===== config.mk =====
export PLATFORM = sky130hd
export DESIGN_NAME = seq_divider
export DESIGN_NICKNAME = d
export VERILOG_FILES = /design/src/rtl/seq_divider.sv
export SDC_FILE = /design/constraint.sdc
export NUM_CORES = 1
export LEC_CHECK = 0
export ABC_AREA = 1
export BUFFER_PORTS_ARGS = -buffer_cell sky130_fd_sc_hd__buf_2
export CELL_PAD_IN_SITES_DETAIL_PLACEMENT = 0
export CELL_PAD_IN_SITES_GLOBAL_PLACEMENT = 2
export CORE_MARGIN = 2
export CORE_UTILIZATION = 33
export CTS_BUF_LIST = sky130_fd_sc_hd__clkbuf_4 sky130_fd_sc_hd__clkbuf_8
export DETAILED_ROUTE_END_ITERATION = 7
export PLACE_DENSITY = 0.92
export REMOVE_ABC_BUFFERS = 1
export SYNTH_ARGS = -nofsm -noshare
export SYNTH_HDL_FRONTEND = slang
export SYNTH_SLANG_ARGS = --single-unit

===== constraint.sdc =====
create_clock -name clk -period 3.8 [get_ports clk]
set_clock_uncertainty 0.1 [all_clocks]
set_input_delay 0.38 -clock clk [delete_from_list [all_inputs] [get_ports clk]]
set_output_delay 0.38 -clock clk [all_outputs]
set_load 0.01 [all_outputs]

===== src/rtl/seq_divider.sv =====
// seq_divider: sequential signed restoring divider, one quotient bit per
// enabled clock. Operands are captured as magnitudes. Sign correction
// (truncation toward zero) is applied when the last iteration completes.
//
// Ports:
//   clk          system clock, rising edge
//   reset        synchronous active-high reset
//   dividend     signed dividend, sampled on load
//   divisor      signed divisor, sampled on load
//   load         capture operands and start; has priority over enable
//   enable       advance one iteration per cycle; low stalls
//   result_sel   0: {remainder, quotient}; 1: sign-extended quotient
//   result       result selected from the registered quotient/remainder
//   sign         sign bit of the final quotient
//   zero_flag    final quotient == 0
//   div_by_zero  last division had divisor == 0
//   overflow     last division was MIN / -1
//   busy         high in RUN
//   done         high in DONE
module seq_divider #(
  parameter int unsigned WIDTH = 8
) (
  input  logic               clk,
  input  logic               reset,
  input  logic [WIDTH-1:0]   dividend,
  input  logic [WIDTH-1:0]   divisor,
  input  logic               load,
  input  logic               enable,
  input  logic               result_sel,
  output logic [2*WIDTH-1:0] result,
  output logic               sign,
  output logic               zero_flag,
  output logic               div_by_zero,
  output logic               overflow,
  output logic               busy,
  output logic               done
);

  localparam int unsigned CW = (WIDTH > 1) ? $clog2(WIDTH) : 1;
  localparam logic [WIDTH-1:0] MIN_VAL  = {1'b1, {(WIDTH-1){1'b0}}};
  localparam logic [CW-1:0]    LAST_CNT = CW'(WIDTH - 1);

  typedef enum logic [1:0] {IDLE, RUN, DONE} state_t;

  state_t           state_q, state_d;
  logic [WIDTH-1:0] a_q, a_d;          // dividend magnitude shifting into quotient
  logic [WIDTH-1:0] m_q, m_d;          // divisor magnitude
  logic [WIDTH:0]   p_q, p_d;          // partial remainder
  logic [CW-1:0]    cnt_q, cnt_d;
  logic             q_neg_q, q_neg_d;
  logic             r_neg_q, r_neg_d;
  logic             divz_q, divz_d;
  logic             ovf_pend_q, ovf_pend_d;
  logic [WIDTH-1:0] quot_q, quot_d;
  logic [WIDTH-1:0] rem_q, rem_d;
  logic             sign_q, sign_d;
  logic             zero_q, zero_d;
  logic             dbz_q, dbz_d;
  logic             ovf_q, ovf_d;

  logic [WIDTH-1:0] dvd_mag, dvs_mag;
  logic [WIDTH:0]   p_sh, p_step;
  logic [WIDTH-1:0] a_step;
  logic             fits;
  logic [WIDTH-1:0] r_mag, q_fin, r_fin;

  always_comb begin
    dvd_mag = dividend[WIDTH-1] ? (~dividend + 1'b1) : dividend;
    dvs_mag = divisor[WIDTH-1]  ? (~divisor + 1'b1)  : divisor;

    // One restoring step: shift {p, a} left, trial-subtract the divisor.
    p_sh   = {p_q[WIDTH-1:0], a_q[WIDTH-1]};
    fits   = (p_sh >= {1'b0, m_q});
    p_step = fits ? (p_sh - {1'b0, m_q}) : p_sh;
    a_step = {a_q[WIDTH-2:0], fits};

    r_mag = p_step[WIDTH-1:0];
    q_fin = q_neg_q ? (~a_step + 1'b1) : a_step;
    r_fin = r_neg_q ? (~r_mag + 1'b1)  : r_mag;
  end

  always_comb begin
    state_d    = state_q;
    a_d        = a_q;
    m_d        = m_q;
    p_d        = p_q;
    cnt_d      = cnt_q;
    q_neg_d    = q_neg_q;
    r_neg_d    = r_neg_q;
    divz_d     = divz_q;
    ovf_pend_d = ovf_pend_q;
    quot_d     = quot_q;
    rem_d      = rem_q;
    sign_d     = sign_q;
    zero_d     = zero_q;
    dbz_d      = dbz_q;
    ovf_d      = ovf_q;

    if (load) begin
      divz_d     = (divisor == '0);
      // For a zero divisor the raw dividend is kept in a_q; it becomes the remainder.
      a_d        = (divisor == '0) ? dividend : dvd_mag;
      m_d        = dvs_mag;
      p_d        = '0;
      cnt_d      = '0;
      q_neg_d    = dividend[WIDTH-1] ^ divisor[WIDTH-1];
      r_neg_d    = dividend[WIDTH-1];
      ovf_pend_d = (dividend == MIN_VAL) && (divisor == '1);
      dbz_d      = 1'b0;
      ovf_d      = 1'b0;
      state_d    = RUN;
    end else if (state_q == RUN) begin
      if (divz_q) begin
        quot_d  = '1;
        rem_d   = a_q;
        dbz_d   = 1'b1;
        sign_d  = 1'b1;
        zero_d  = 1'b0;
        ovf_d   = 1'b0;
        state_d = DONE;
      end else if (enable) begin
        p_d   = p_step;
        a_d   = a_step;
        cnt_d = cnt_q + 1'b1;
        if (cnt_q == LAST_CNT) begin
          quot_d  = q_fin;
          rem_d   = r_fin;
          sign_d  = q_fin[WIDTH-1];
          zero_d  = (q_fin == '0);
          ovf_d   = ovf_pend_q;
          state_d = DONE;
        end
      end
    end
  end

  always_ff @(posedge clk) begin
    if (reset) begin
      state_q    <= IDLE;
      a_q        <= '0;
      m_q        <= '0;
      p_q        <= '0;
      cnt_q      <= '0;
      q_neg_q    <= 1'b0;
      r_neg_q    <= 1'b0;
      divz_q     <= 1'b0;
      ovf_pend_q <= 1'b0;
      quot_q     <= '0;
      rem_q      <= '0;
      sign_q     <= 1'b0;
      zero_q     <= 1'b0;
      dbz_q      <= 1'b0;
      ovf_q      <= 1'b0;
    end else begin
      state_q    <= state_d;
      a_q        <= a_d;
      m_q        <= m_d;
      p_q        <= p_d;
      cnt_q      <= cnt_d;
      q_neg_q    <= q_neg_d;
      r_neg_q    <= r_neg_d;
      divz_q     <= divz_d;
      ovf_pend_q <= ovf_pend_d;
      quot_q     <= quot_d;
      rem_q      <= rem_d;
      sign_q     <= sign_d;
      zero_q     <= zero_d;
      dbz_q      <= dbz_d;
      ovf_q      <= ovf_d;
    end
  end

  always_comb begin
    result      = result_sel ? {{WIDTH{quot_q[WIDTH-1]}}, quot_q} : {rem_q, quot_q};
    sign        = sign_q;
    zero_flag   = zero_q;
    div_by_zero = dbz_q;
    overflow    = ovf_q;
    busy        = (state_q == RUN);
    done        = (state_q == DONE);
  end

endmodule


==> results.md <==
- Fin cells: 665
- CTS tree: built
- Detail Route Antenna Nets: 0
- Synth-to-layout area growth: 13.0%
- Synth unique cells: 39
- Vias in the first global route: 3112
- CTS sink count: 52
- Die W: 104 um
- GPL Wtd Cong: 0.823
- RSZ-0062 raised after global routing: false
- Multi-input logic area: 0.00188 sq mm
- DRT iter0 DRCs: 182
- Post-CTS Setup Repair Bufs: 0
- Post-DP HPWL: 6890 um
- Yosys warns: 0
- Leakage: 0.00180 uW
- Fmax: 0.338 GHz
- Worst-Margin Slew: 527 ps
- Initial antenna violation count: 1
- Min-Delay Endpoint: m_q[1]$_SDFFE_PP0P_
- CP Launch Type: register
- Post-route minimum period: 2960 ps
- Setup TNS: 0 ps
- Number of I/O pins: 43
- Die area: 0.0108 sq mm
- CP Cell Sequence: inv_1, ha_1, nand2_1, nand2_1, nand2_1, nand2_1, nor2_4, nand2_4, inv_1, ha_1, nand3_1, nand2_1, nand2_1, xor2_1, nor4_1, nand3_1, nor2_1, nand2_1, a21oi_1
- FF+latch count, synth: 52
- Reg2reg setup slack: 840 ps
- Worst Path Arrival: 3100 ps
- Storage cell area: 0.00104 sq mm
- Cells after DPL: 657
- Status: completed
- Largest net degree at the start of global routing: 20
- Slew headroom: 64.7%
- TritonCTS Buffers: 5
- Crit-path max cell delay: 360 ps
- First-pass GRT wire length: 14900 um
- EDFF count, synth: 0
- Number of placement rows: 36
- Peak supply drop: 0.151 mV
- Total power: 1420 uW
- Post-cts resize count: 0
- HP Start: divisor[1]
- Final setup fails: 0
- Ys async rst share: 0%
- Worst R2R Path Depth: 19
- Max clock buf depth: 2
- Period utilization: 78.0%
- Critical path fanouts, max: 16
- R2R Path End: zero_flag$_SDFFE_PP0P_
- Worst hold stages: 3
- Layout fillers: 1099
- PD cells: 380 mW/mm^2
- CP Capture Type: register
- DRC: 0
- Synth Flop Type: dfxtp_1
- Share of cells above drive strength 1: 12.8%
- CTS H-tree depth: 2
- Worst-skew pair later-pin latency: 310 ps
- First drt pass iteration count: 4
- Fin. max-slew vios: 0
- Final Hold Fails: 0
- WL/cell: 13.2 um
- HP Class: in2reg
- GRT Total Usage: 16.8%
- Slowest CP cell: ha_1
- Max Cap Viol: 0
- Post-Place Worst Slack: 874 ps
- Register area share after synthesis: 31.5%
- Worst-path clk slew: 100 ps
- Die extent in y: 104 um
- Finished Core Util: 38.4%
- Root buf cell: clkbuf_8
- Number of port buffers: 42
- Crit path top cell by count: nand2_1
- Syn Inst Count: 497
- Worst r2r src: m_q[6]$_SDFFE_PP0P_
- CP required: 3940 ps
- Antenna diode count: 0
- Core ar.: 0.00973 sq mm
- Mean Syn Cell Area: 6.65 sq um
- Vias/cell: 4.82
- Crit path kind: reg2reg
- GRT Residual Overflow: 0
- Final net count: 568
- Cts hold-fix bufs: 0
- Vias: 3207
- Routed WL: 8800 um
- Synthesized cell area: 0.00331 sq mm
- Final worst slack: 837 ps
- Starting Density: 34.0%
-- placed cells by master (no fill, tap or decap), drive strengths merged --
master / netlist / layout
nand2: 105 / 105
inv: 80 / 81
dfxtp: 52 / 52
o21ai: 47 / 47
buf: 5 / 45
a21oi: 44 / 44
nor2: 39 / 39
nand3: 34 / 34
ha: 15 / 15
nor3: 12 / 12
xor2: 11 / 11
o211ai: 8 / 8
o22ai: 6 / 6
clkbuf: 13 / 5
nand4: 4 / 4
nand3b: 3 / 3
nor4: 3 / 3
o221ai: 3 / 3
xnor2: 3 / 3
a211oi: 2 / 2
a221oi: 2 / 2
or2: 1 / 1
a31oi: 1 / 1
nor3b: 1 / 1
o21a: 1 / 1
o32ai: 1 / 1
fa: 1 / 1
bufinv: 0 / 1
clkinvlp: 0 / 1
-- state kept, by name, summed over array words and instances (netlist names) --
register	cells
quot_q	8
p_q	8
state_q	2
overflow	1
divz_q	1
q_neg_q	1
ovf_pend_q	1
rem_q	8
r_neg_q	1
zero_flag	1
div_by_zero	1
a_q	8
cnt_q	3
m_q	8
-- synth_stat cells, types with 2 or more instances --
cell	n	area, sq um
nand2_2	3	18.8
a21oi_1	44	220
o21ai_0	41	205
buf_2	2	10.0
nand4_1	4	25.0
o22ai_1	6	37.5
nor2_1	36	135
dfxtp_1	52	1040
nor3_2	2	20.0
nor2_2	2	12.5
nand3b_1	3	22.5
xor2_1	11	96.3
inv_2	2	7.51
nand2_1	100	375
a221oi_1	2	17.5
a211oi_1	2	15.0
o211ai_1	8	60.1
inv_1	78	293
o221ai_1	3	26.3
nor4_1	3	18.8
nand2_4	2	22.5
buf_4	2	15.0
nand3_1	33	165
nor3_1	9	45.0
ha_1	15	188
clkbuf_1	13	48.8
o21ai_1	5	25.0
xnor2_1	3	26.3
-- worst max-delay path: cells and delay by family (launching register included) --
kind / cells / cell delay (ps)
adder cells (fa/ha/maj): 2 / 520
buffers and inverters: 2 / 150
AO/OA/AOI/OAI: 1 / 110
flip-flops: 1 / 320
AND/OR/NAND/NOR: 13 / 1540
XOR/XNOR: 1 / 160
-- power by group --
part | total, uW | switching [uW] | internal (uW) | leakage [uW]
clock network | 396 | 198 | 199 | 0.0000548
logic | 435 | 287 | 148 | 0.00132
registers | 590 | 22.9 | 567 | 0.000424
total | 1420 | 507 | 914 | 0.00180
-- layout make-up --
| class | count | share of cell area [%] |
|---|---|---|
| clock buffer | 5 | 1.84 |
| clock inverter | 3 | 1.24 |
| inverter | 80 | 8.04 |
| multi-input combinational | 347 | 50.3 |
| sequential | 52 | 27.9 |
| tap | 133 | 4.45 |
| timing repair buffer | 45 | 6.23 |
-- worst max path at each step --
stage / startpoint / endpoint / slack (ps) / depth (start not counted)
CTS: m_q[6]$_SDFFE_PP0P_ / zero_flag$_SDFFE_PP0P_ / 830 / 18
finish: m_q[6]$_SDFFE_PP0P_ / zero_flag$_SDFFE_PP0P_ / 840 / 19
global placement: a_q[7]$_SDFFE_PP0P_ / zero_flag$_SDFFE_PP0P_ / 910 / 19
global route: m_q[5]$_SDFFE_PP0P_ / zero_flag$_SDFFE_PP0P_ / 540 / 18
floorplan: m_q[2]$_SDFFE_PP0P_ / zero_flag$_SDFFE_PP0P_ / 1210 / 18
detailed placement: a_q[7]$_SDFFE_PP0P_ / zero_flag$_SDFFE_PP0P_ / 870 / 19
-- routing by layer --
metal / track usage, % / wire length, um
met3: 2.94 / 345
met1: 22.5 / 4390
met2: 27.6 / 3960
met4: 4.92 / 99
met5: 0 / 13
-- kinds of logic after synthesis --
logic type	share of synthesized area, %
buffers and inverters	11.7
and+or+nand+nor	27.6
AOI/OAI and AO/OA	19.3
xor gates and xnor gates	3.71
DFF	31.5
adders and majority gates	6.28
-- per-stage QoR --
stage / hold WS [ps] / area (sq um)
final: 276 / 3740
after floorplan: 329 / 3220
after global placement: 339 / 3620
after CTS: 257 / 3740
after detailed placement: 354 / 3620
after global routing: 268 / 3740
Note: power is estimated with default switching activity, not from simulation.
